## src/rtl/npc_pkg.sv

```systemverilog
// Shared NPC core definitions: default widths and load size encodings.
package npc_pkg;

    localparam int unsigned ADDR_WIDTH = 5;
    localparam int unsigned DATA_WIDTH = 32;

    localparam logic [1:0] SZ_B = 2'd0;
    localparam logic [1:0] SZ_H = 2'd1;
    localparam logic [1:0] SZ_W = 2'd2;

endpackage

```

## src/rtl/wb_load_align.sv

```systemverilog
// Load data formatter: selects byte/half/word by offset, extends by sign,
// and flags misaligned half/word accesses. Size 3 is handled as a word.
module wb_load_align
    import npc_pkg::*;
#(
    parameter int unsigned DATA_WIDTH = npc_pkg::DATA_WIDTH
) (
    input  logic [DATA_WIDTH-1:0] data,
    input  logic [1:0]            size,
    input  logic [1:0]            off,
    input  logic                  sgn,
    output logic [DATA_WIDTH-1:0] result,
    output logic                  misalign
);

    logic [7:0]  byte_sel;
    logic [15:0] half_sel;

    // Lane selection and extension for the addressed byte or half.
    always_comb begin
        byte_sel = data[{off, 3'b000} +: 8];
        half_sel = data[{off[1], 4'b0000} +: 16];
        result   = data;
        misalign = 1'b0;
        case (size)
            SZ_B: begin
                result = sgn ? {{(DATA_WIDTH-8){byte_sel[7]}}, byte_sel}
                             : {{(DATA_WIDTH-8){1'b0}}, byte_sel};
            end
            SZ_H: begin
                result   = sgn ? {{(DATA_WIDTH-16){half_sel[15]}}, half_sel}
                               : {{(DATA_WIDTH-16){1'b0}}, half_sel};
                misalign = off[0];
            end
            default: begin
                result   = data;
                misalign = (off != 2'd0);
            end
        endcase
    end

endmodule

```

## src/rtl/wb_unit.sv

```systemverilog
// Writeback stage: LSU-over-EXU arbitration, registered register-file write
// port, per-register busy scoreboard and accepted-result counter.
module wb_unit
    import npc_pkg::*;
#(
    parameter int unsigned ADDR_WIDTH = npc_pkg::ADDR_WIDTH,
    parameter int unsigned DATA_WIDTH = npc_pkg::DATA_WIDTH
) (
    input  logic                  clk,
    input  logic                  rst,
    input  logic                  exu_valid,
    output logic                  exu_ready,
    input  logic [ADDR_WIDTH-1:0] exu_rd,
    input  logic [DATA_WIDTH-1:0] exu_data,
    input  logic                  lsu_valid,
    output logic                  lsu_ready,
    input  logic [ADDR_WIDTH-1:0] lsu_rd,
    input  logic [DATA_WIDTH-1:0] lsu_data,
    input  logic [1:0]            lsu_size,
    input  logic [1:0]            lsu_off,
    input  logic                  lsu_signed,
    input  logic                  iss_valid,
    input  logic [ADDR_WIDTH-1:0] iss_rd,
    input  logic [ADDR_WIDTH-1:0] q_raddr,
    output logic                  q_busy,
    output logic                  wen,
    output logic [ADDR_WIDTH-1:0] waddr,
    output logic [DATA_WIDTH-1:0] wdata,
    output logic                  err_misalign,
    output logic [31:0]           wb_count
);

    localparam int unsigned NREG = 2 ** ADDR_WIDTH;

    logic                  acc_lsu;
    logic                  acc_exu;
    logic                  accept;
    logic [ADDR_WIDTH-1:0] sel_rd;
    logic [DATA_WIDTH-1:0] sel_data;
    logic [DATA_WIDTH-1:0] load_data;
    logic                  load_mis;
    logic                  pend;
    logic [NREG-1:1]       busy_q;
    logic [NREG-1:0]       busy;

    wb_load_align #(
        .DATA_WIDTH(DATA_WIDTH)
    ) u_align (
        .data     (lsu_data),
        .size     (lsu_size),
        .off      (lsu_off),
        .sgn      (lsu_signed),
        .result   (load_data),
        .misalign (load_mis)
    );

    assign lsu_ready = !rst;
    assign exu_ready = !rst && !lsu_valid;
    assign acc_lsu   = lsu_valid && lsu_ready;
    assign acc_exu   = exu_valid && exu_ready;
    assign accept    = acc_lsu || acc_exu;

    // Select the accepted result (LSU has priority).
    always_comb begin
        sel_rd   = exu_rd;
        sel_data = exu_data;
        if (acc_lsu) begin
            sel_rd   = lsu_rd;
            sel_data = load_data;
        end
    end

    // Output register and counter; pend marks the edge that completes a write.
    always_ff @(posedge clk) begin
        if (rst) begin
            wen          <= 1'b0;
            waddr        <= '0;
            wdata        <= '0;
            err_misalign <= 1'b0;
            pend         <= 1'b0;
            wb_count     <= '0;
        end else begin
            pend         <= accept;
            err_misalign <= acc_lsu && load_mis;
            wen          <= accept && (sel_rd != '0) && !(acc_lsu && load_mis);
            if (accept) begin
                waddr    <= sel_rd;
                wdata    <= sel_data;
                wb_count <= wb_count + 32'd1;
            end
        end
    end

    // Scoreboard: set on issue, clear when the write is presented; set wins.
    always_ff @(posedge clk) begin
        if (rst) begin
            busy_q <= '0;
        end else begin
            for (int unsigned i = 1; i < NREG; i++) begin
                if (iss_valid && iss_rd == ADDR_WIDTH'(i))
                    busy_q[i] <= 1'b1;
                else if (pend && waddr == ADDR_WIDTH'(i))
                    busy_q[i] <= 1'b0;
            end
        end
    end

    assign busy   = {busy_q, 1'b0};
    assign q_busy = busy[q_raddr];

endmodule

```

## config.mk

```make
export PLATFORM = sky130hd
export DESIGN_NAME = wb_unit
export DESIGN_NICKNAME = d
export VERILOG_FILES = /design/src/rtl/npc_pkg.sv /design/src/rtl/wb_load_align.sv /design/src/rtl/wb_unit.sv
export SDC_FILE = /design/constraint.sdc
export NUM_CORES = 1
export LEC_CHECK = 0
export ABC_AREA = 1
export CORE_MARGIN = 3
export CORE_UTILIZATION = 25
export CTS_CLUSTER_DIAMETER = 100
export DETAILED_ROUTE_END_ITERATION = 8
export SLEW_MARGIN = 20
export SYNTH_ARGS = -nofsm -noshare
export SYNTH_HDL_FRONTEND = slang
export SYNTH_SLANG_ARGS = --single-unit
```

## constraint.sdc

```tcl
create_clock -name clk -period 1.8 [get_ports clk]
set_input_delay 0.27 -clock clk [delete_from_list [all_inputs] [get_ports clk]]
set_output_delay 0.27 -clock clk [all_outputs]
set_load 0.05 [all_outputs]
```

==> impl_metrics.json <==
{
  "status": "finished clean",
  "postRouteWirelength_um": 20900,
  "post-route-drc-count": 0,
  "maxSlewHeadroom": 0.619,
  "die_width_um": 161,
  "achievable-frequency_mhz": 569,
  "via_count_of_the_first_global_routing_pass": 6466,
  "place.detailed.instances": 1435,
  "drive_above_1_share": 0.137,
  "maxSlewViolCount": 0,
  "final_antenna_net_count": 0,
  "yosys.area_share.xor_xnor": 0.00440,
  "port_buffers": 167,
  "worst-slew-pin-transition_ns": 0.572,
  "drt_pre_antenna_iters": 5,
  "detailed_place_hpwl_um": 15800,
  "power.ir.vdd_worst_uv": 387,
  "final_nets": 1230,
  "most-common-layout-cells": "nand2_1, nor2_1, dfxtp_1",
  "h_tree_depth": 3,
  "grt_pass1_wl_um": 33700,
  "final_period_minus_worst_setup_slack_ns": 1.76,
  "drt-wirelength-per-cell_um": 14.4,
  "synth-compound-area-share": 0.189,
  "unrepaired_setup_endpoints_after_global_routing": "true",
  "worst_setup_path_start_kind": "flop",
  "tritoncts.num_buffers": 9,
  "grt.overflow.total": 0,
  "worstPathBufferInverterCount": 1,
  "regToRegEndpoint": "wb_count[25]",
  "place_ws_ns": -0.233,
  "boundaryPins": 168,
  "ctsRootBufferMaster": "clkbuf_16",
  "core_region_area_um2": 23100,
  "synth_warn": 0,
  "reg2regPathDepth": 8,
  "synth_cell_types": 37,
  "antennaDiodeCount": 0,
  "post_synth_inst_count": 957,
  "cap_viol_max_count": 0,
  "wl_met3_um": 1530,
  "number_of_drc_violations_after_detailed_routing_iteration_0": 349,
  "synth_edf_count": 0,
  "synthSimpleGateAreaFrac": 0.363,
  "path_delay_family": "buffers and inverters",
  "leakagePower_uw": 0.00366,
  "die_area_um2": 25800,
  "hold_path_end": "wdata[1]",
  "setup_viol": 0,
  "clock_transition_time_at_the_flip_flop_clock_pins_of_the_worst_setup_and_hold_paths_ns": 0.08,
  "setup_ws_ns": 0.0414,
  "post_synth_fa_ha_maj_area_fraction": 0.00210,
  "final_hold_viol_count": 0,
  "critPathCaptureType": "output port",
  "regToRegStartpoint": "wb_count[2]",
  "initial_util": 0.259,
  "synth_nets": 1052,
  "commonest_non_fill_non_tap_cell_in_the_layout": "nand2_1",
  "setup.worst_path.class": "reg -> out",
  "worst_hold_startpoint": "rst",
  "synth.mux.area_fraction": 0.0117,
  "asyncSetResetFlopFracSynth": 0,
  "synthToLayoutAreaGrowth_pct": 41.1,
  "post_cts_buffers": 0,
  "gr-usage-all-layers": 0.160,
  "cts_tree": "done",
  "hold-path-cell-count": 4,
  "via_per_inst": 4.61,
  "final.period_utilization": 0.977,
  "synth-main-ff-cell": "dfxtp_1",
  "wl_met1_um": 9150,
  "route.top_layer_used": "met4",
  "final_cell_count_no_fill": 1453,
  "critical-path-slowest-cell": "clkdlybuf4s50_1",
  "cp_data_required_time_ns": 1.53,
  "yosys_register_bits": 103,
  "critPathArrivalTime_ns": 1.49,
  "antenna_found_initial": 0,
  "floorplan.die.height_um": 161,
  "pwr_density_cell_nw_per_um2": 684,
  "cts-hold-fix-buffers": 0,
  "timing.critical_path.cells": "clkdlybuf4s50_1",
  "combinational_family_with_the_most_area_after_synthesis": "simple AND/OR/NAND/NOR gates",
  "floorplan.rows": 55,
  "synth.yosys.seq_area_share": 0.345,
  "via_count": 6692,
  "routed-wl-met2_um": 9920,
  "skew_ns": 0.00538,
  "synthesis.area_per_instance_um2": 6.24,
  "synthesis.area_um2": 5970,
  "insertion_delay_to_the_later_sink_of_the_worst_skew_pair_ns": 0.35,
  "finalHoldWorstSlack_ns": 0.460,
  "cp_peak_stage_delay_ns": 0.81,
  "cp_max_fo": 2,
  "ctsLongestPathBuffers": 2,
  "regToRegSetupSlack_ns": 0.19,
  "place_congestion": 0.832,
  "worst_min_delay_path_category": "in -> reg",
  "largest_net_degree_at_the_start_of_global_routing": 52,
  "count_of_clock_tree_sinks": 103
}
cell families after synthesis:
logic type / count (synthesis)
AO/OA/AOI/OAI: 207
XOR/XNOR: 3
adder cells (fa/ha/maj): 1
buffers and inverters: 122
flip-flops: 103
multiplexers: 7
AND/OR/NAND/NOR: 514
cells in the mapped netlist, types with 2 or more instances:
| cell type | n | area share |
|---|---|---|
| inv_1 | 77 | 0.048 |
| dfxtp_1 | 103 | 0.35 |
| nand2_1 | 298 | 0.19 |
| a21oi_1 | 98 | 0.082 |
| nor2_1 | 127 | 0.080 |
| buf_6 | 3 | 0.0057 |
| clkbuf_1 | 17 | 0.011 |
| nand4_1 | 8 | 0.0084 |
| nor2_4 | 2 | 0.0038 |
| o21ai_0 | 76 | 0.064 |
| o31ai_1 | 2 | 0.0025 |
| o21a_1 | 3 | 0.0038 |
| clkinv_1 | 2 | 0.0013 |
| nor2_2 | 3 | 0.0031 |
| buf_1 | 2 | 0.0013 |
| buf_2 | 17 | 0.014 |
| xor2_1 | 3 | 0.0044 |
| nor3_1 | 4 | 0.0034 |
| o21ai_1 | 3 | 0.0025 |
| mux2i_1 | 7 | 0.012 |
| nand2_2 | 4 | 0.0042 |
| or2_2 | 2 | 0.0021 |
| o211ai_1 | 12 | 0.015 |
| a21oi_2 | 12 | 0.018 |
| inv_2 | 3 | 0.0019 |
| nand3_1 | 51 | 0.043 |
| nand3_2 | 8 | 0.013 |
flip-flops by register name, indices dropped and copies added (netlist names):
name          count
busy_q           31
wen               1
wb_count         32
waddr             5
pend              1
wdata            32
err_misalign      1
tightest hold or removal path: cells and delay by family:
kind                   cells  cell delay, ns
and+or+nand+nor            1            0.10
AOI/OAI and AO/OA          2            0.14
buffers and inverters      1            0.26
through the flow:
stage	setup TNS [ns]	area (um2)	power, uW	util
detailed placement	-4.19	8050	3780	0.349
global route	-0.0537	8430	6050	0.366
floorplan	0	5970	3200	-
finish	0	8430	5770	0.366
global placement	-3.25	8050	3780	0.349
CTS	0	8380	5860	0.363
power breakdown:
group | switching [uW] | total [uW] | leakage (uW) | internal (uW)
registers | 63.6 | 2430 | 0.000841 | 2360
logic | 785 | 1300 | 0.00268 | 513
clock network | 944 | 2040 | 0.000140 | 1100
cell type report:
| cell class | instances | area (um2) |
|---|---|---|
| clock buffer | 9 | 225 |
| clock inverter | 7 | 81.3 |
| fill | 2517 | 14600 |
| inverter | 82 | 313 |
| multi-input combinational | 732 | 3410 |
| sequential | 103 | 2070 |
| tap | 313 | 392 |
| timing repair buffer | 205 | 1930 |
| timing repair inverter | 2 | 11.3 |
what timing repair did:
item                       CTS  global route
resized for setup           12            20
gates cloned                 2             0
hold endpoints to repair     0             0
setup endpoints to repair    5            19
worst max path at each step:
stage / startpoint / end / slack (ns) / cells past startpoint
after floorplan: q_raddr[0] / q_busy / 0.08 / 9
after global placement: q_raddr[1] / q_busy / -0.23 / 10
after detailed placement: q_raddr[1] / q_busy / -0.23 / 10
after CTS: wdata[23] / wdata[23] / 0.0003 / 1
after global routing: q_raddr[0] / q_busy / -0.05 / 11
final: wdata[22] / wdata[22] / 0.04 / 1
metal layers:
metal / up-vias / track usage
met5: - / 0
met4: 0 / 0.0414
met3: 17 / 0.0431
met2: 182 / 0.272
met1: 3049 / 0.201
li1: 3444 / -
No activity file was read; power rests on OpenSTA's default activity.
==> patch (same settings) <==
Register the output `wb_count` once more, without a reset; this adds one clock of latency there. The other outputs are not delayed to match.
--- a/src/rtl/wb_unit.sv
+++ b/src/rtl/wb_unit.sv
@@ -32,4 +32,6 @@
 
     localparam int unsigned NREG = 2 ** ADDR_WIDTH;
+
+    logic [31:0] wb_count_s0;
 
     logic                  acc_lsu;
@@ -79,5 +81,5 @@
             err_misalign <= 1'b0;
             pend         <= 1'b0;
-            wb_count     <= '0;
+            wb_count_s0  <= '0;
         end else begin
             pend         <= accept;
@@ -87,5 +89,5 @@
                 waddr    <= sel_rd;
                 wdata    <= sel_data;
-                wb_count <= wb_count + 32'd1;
+                wb_count_s0 <= wb_count_s0 + 32'd1;
             end
         end
@@ -109,4 +111,8 @@
     assign q_busy = busy[q_raddr];
 
+    always_ff @(posedge clk) begin
+        wb_count <= wb_count_s0;
+    end
+
 endmodule
 
Check against the original RTL: not equivalent (Yosys sat finds a counterexample within 4 cycles, from zero or initial values and one cycle with rst high).
==> patch against the unedited design <==
- wire length increased by 3.1%
- sequential cell count increased by 32
- setup slack got worse by 0.014 ns
- final cell count increased by 3.4%
- largest cell class unchanged
- via count increased by 1.7%
- total power increased by 43%
- highest routed layer is now met5
- critical path depth increased by 8
- synthesized area increased by 8.2%
- sequential share of layout area increased by 4.7 points
- design area increased by 9.9%
- register-to-register slack got worse by 0.03 ns
- largest power group is now the clock network
==> patch: results (changes against the unedited design) <==
Run status
The run finished with clean final reports.

GRT
The number of global-route vias before repair was 6612 (+2.3%). The number of antenna violations at the first check in global routing came to 1 (+1). The met1 capacity usage during global routing is 0.184 (-0.0172). The wire length of the first global-routing pass is 34200 microns (+1.2%). The pin count of the biggest net entering global routing is 38 (-27%). The global-route met2 utilization is 0.244 (-0.0279). The total global routing track utilization came to 0.152 (-0.00845).

Synthesis
The arithmetic-cell share of the synthesized area counting full adders, half adders and majority gates is 0.00194 (-0.000159). The net count of the mapped netlist was 1066 (+1.3%). The sequential cell area fraction in the yosys report was 0.418 (+0.0728). The mux share of post-synthesis cell area came to 0.0108 (-0.000893).

Routing
The top layer reached by signal wires is met5. The initial detailed-routing violation count came to 369 (+5.7%). The sum of met2 wire segment lengths after detailed routing is 9600 microns (-3.2%). The vias after detailed routing was 6809 (+1.7%).

The met1 wire length came to 9540 microns (+4.3%). The post-detailed-route wirelength per cell is 14.3 microns (-0.28%).

Min path
The count of cells along the worst hold path was 3 (-1).

Placed design
The worst slack at placement is -0.300 ns (-0.0674 ns). The placed wire-length estimate after detailed placement is 16100 microns (+1.9%). The last weighted congestion value of the routability-driven placer is 0.890 (+7.0%).

Timing
The final setup skew is 0.00965 ns (+0.00427 ns). The actual slew at the worst max-slew pin was 0.571 ns (-0.00118 ns).

Clocking
The insertion delay of the later-clocked pin in the worst-skew pair came to 0.42 ns (+0.07 ns). The number of buffers inserted to repair setup after CTS is 3 (+3). The number of buffers added by the clock tree synthesis step is 17 (+8).

The count of H-tree levels built during CTS is 4 (+1). The count of cells resized by post-cts repair was 52 (+40).

Critical path
The worst reg-to-reg path cell count was 10 (+2). The reg2reg setup slack is 0.16 ns (-0.03 ns). The largest driver fanout on the critical path was 5 (+3). The startpoint identified for the worst register-to-register timing path is wb_count_s0[0]. In this run the critical register-to-register path is captured at wb_count_s0[30].

Cells and area
The share of final-layout standard cells stronger than drive strength 1 is 0.108 (-0.0285). The final cell count without fillers was 1502 (+3.4%). In the final layout, the registers with the most flip-flops are wb_count (32), wb_count_s0 (32), wdata (32).
## patch: cell count changes after synthesis, moves of 3 or more
cell      delta
nand3_1     +14
clkbuf_1     +6
nand3_2      -8
buf_2        -3
nor2_1       +7
a21oi_2     -12
nand2_1     -14
dfxtp_1     +32
## patch: layout make-up
class | instances | area, sq um
fillers | 2693 | 16100
multi-input cells | 712 | 3250
flip-flops and latches | 135 | 2700
repair buffers | 210 | 1940
clock buffers | 18 | 429
well taps | 330 | 413
inverters | 83 | 319
clock inverters | 13 | 203
repair inverters | 1 | 3.75
## patch: critical path: stages
cell	delay (ns)
clkdlybuf4s50_1	0.56
inv_1	0.12
nand3_1	0.10
nand2_1	0.06
nand2_1	0.06
nand2_1	0.06
nand2_2	0.06
nand2_2	0.06
buf_12	0.15
## patch: through the flow
step                      hold slack [ns]  instance area, sq um  setup TNS, ns
final                               0.292                  9260              0
after global routing                0.293                  9260         -0.111
after CTS                           0.279                  9260              0
after detailed placement            0.373                  8650          -7.13
after global placement              0.364                  8650          -5.53
after floorplan                     0.352                  6460              0
## patch: cell families after synthesis
group / after synthesis
AND/OR/NAND/NOR: 509
adder cells (fa/ha/maj): 1
buffers and inverters: 124
AO/OA/AOI/OAI: 191
flip-flops: 135
multiplexers: 7
XOR/XNOR: 4
## patch: how the worst max path moves through the flow
stage / startpoint / end / slack (ns) / cells after the start
global route: busy_q[6] / q_busy / -0.11 / 9
floorplan: q_raddr[0] / q_busy / 0.08 / 9
global placement: q_raddr[1] / q_busy / -0.24 / 10
CTS: busy_q[6] / q_busy / 0.0004 / 9
finish: q_raddr[2] / q_busy / 0.03 / 9
detailed placement: q_raddr[1] / q_busy / -0.30 / 10
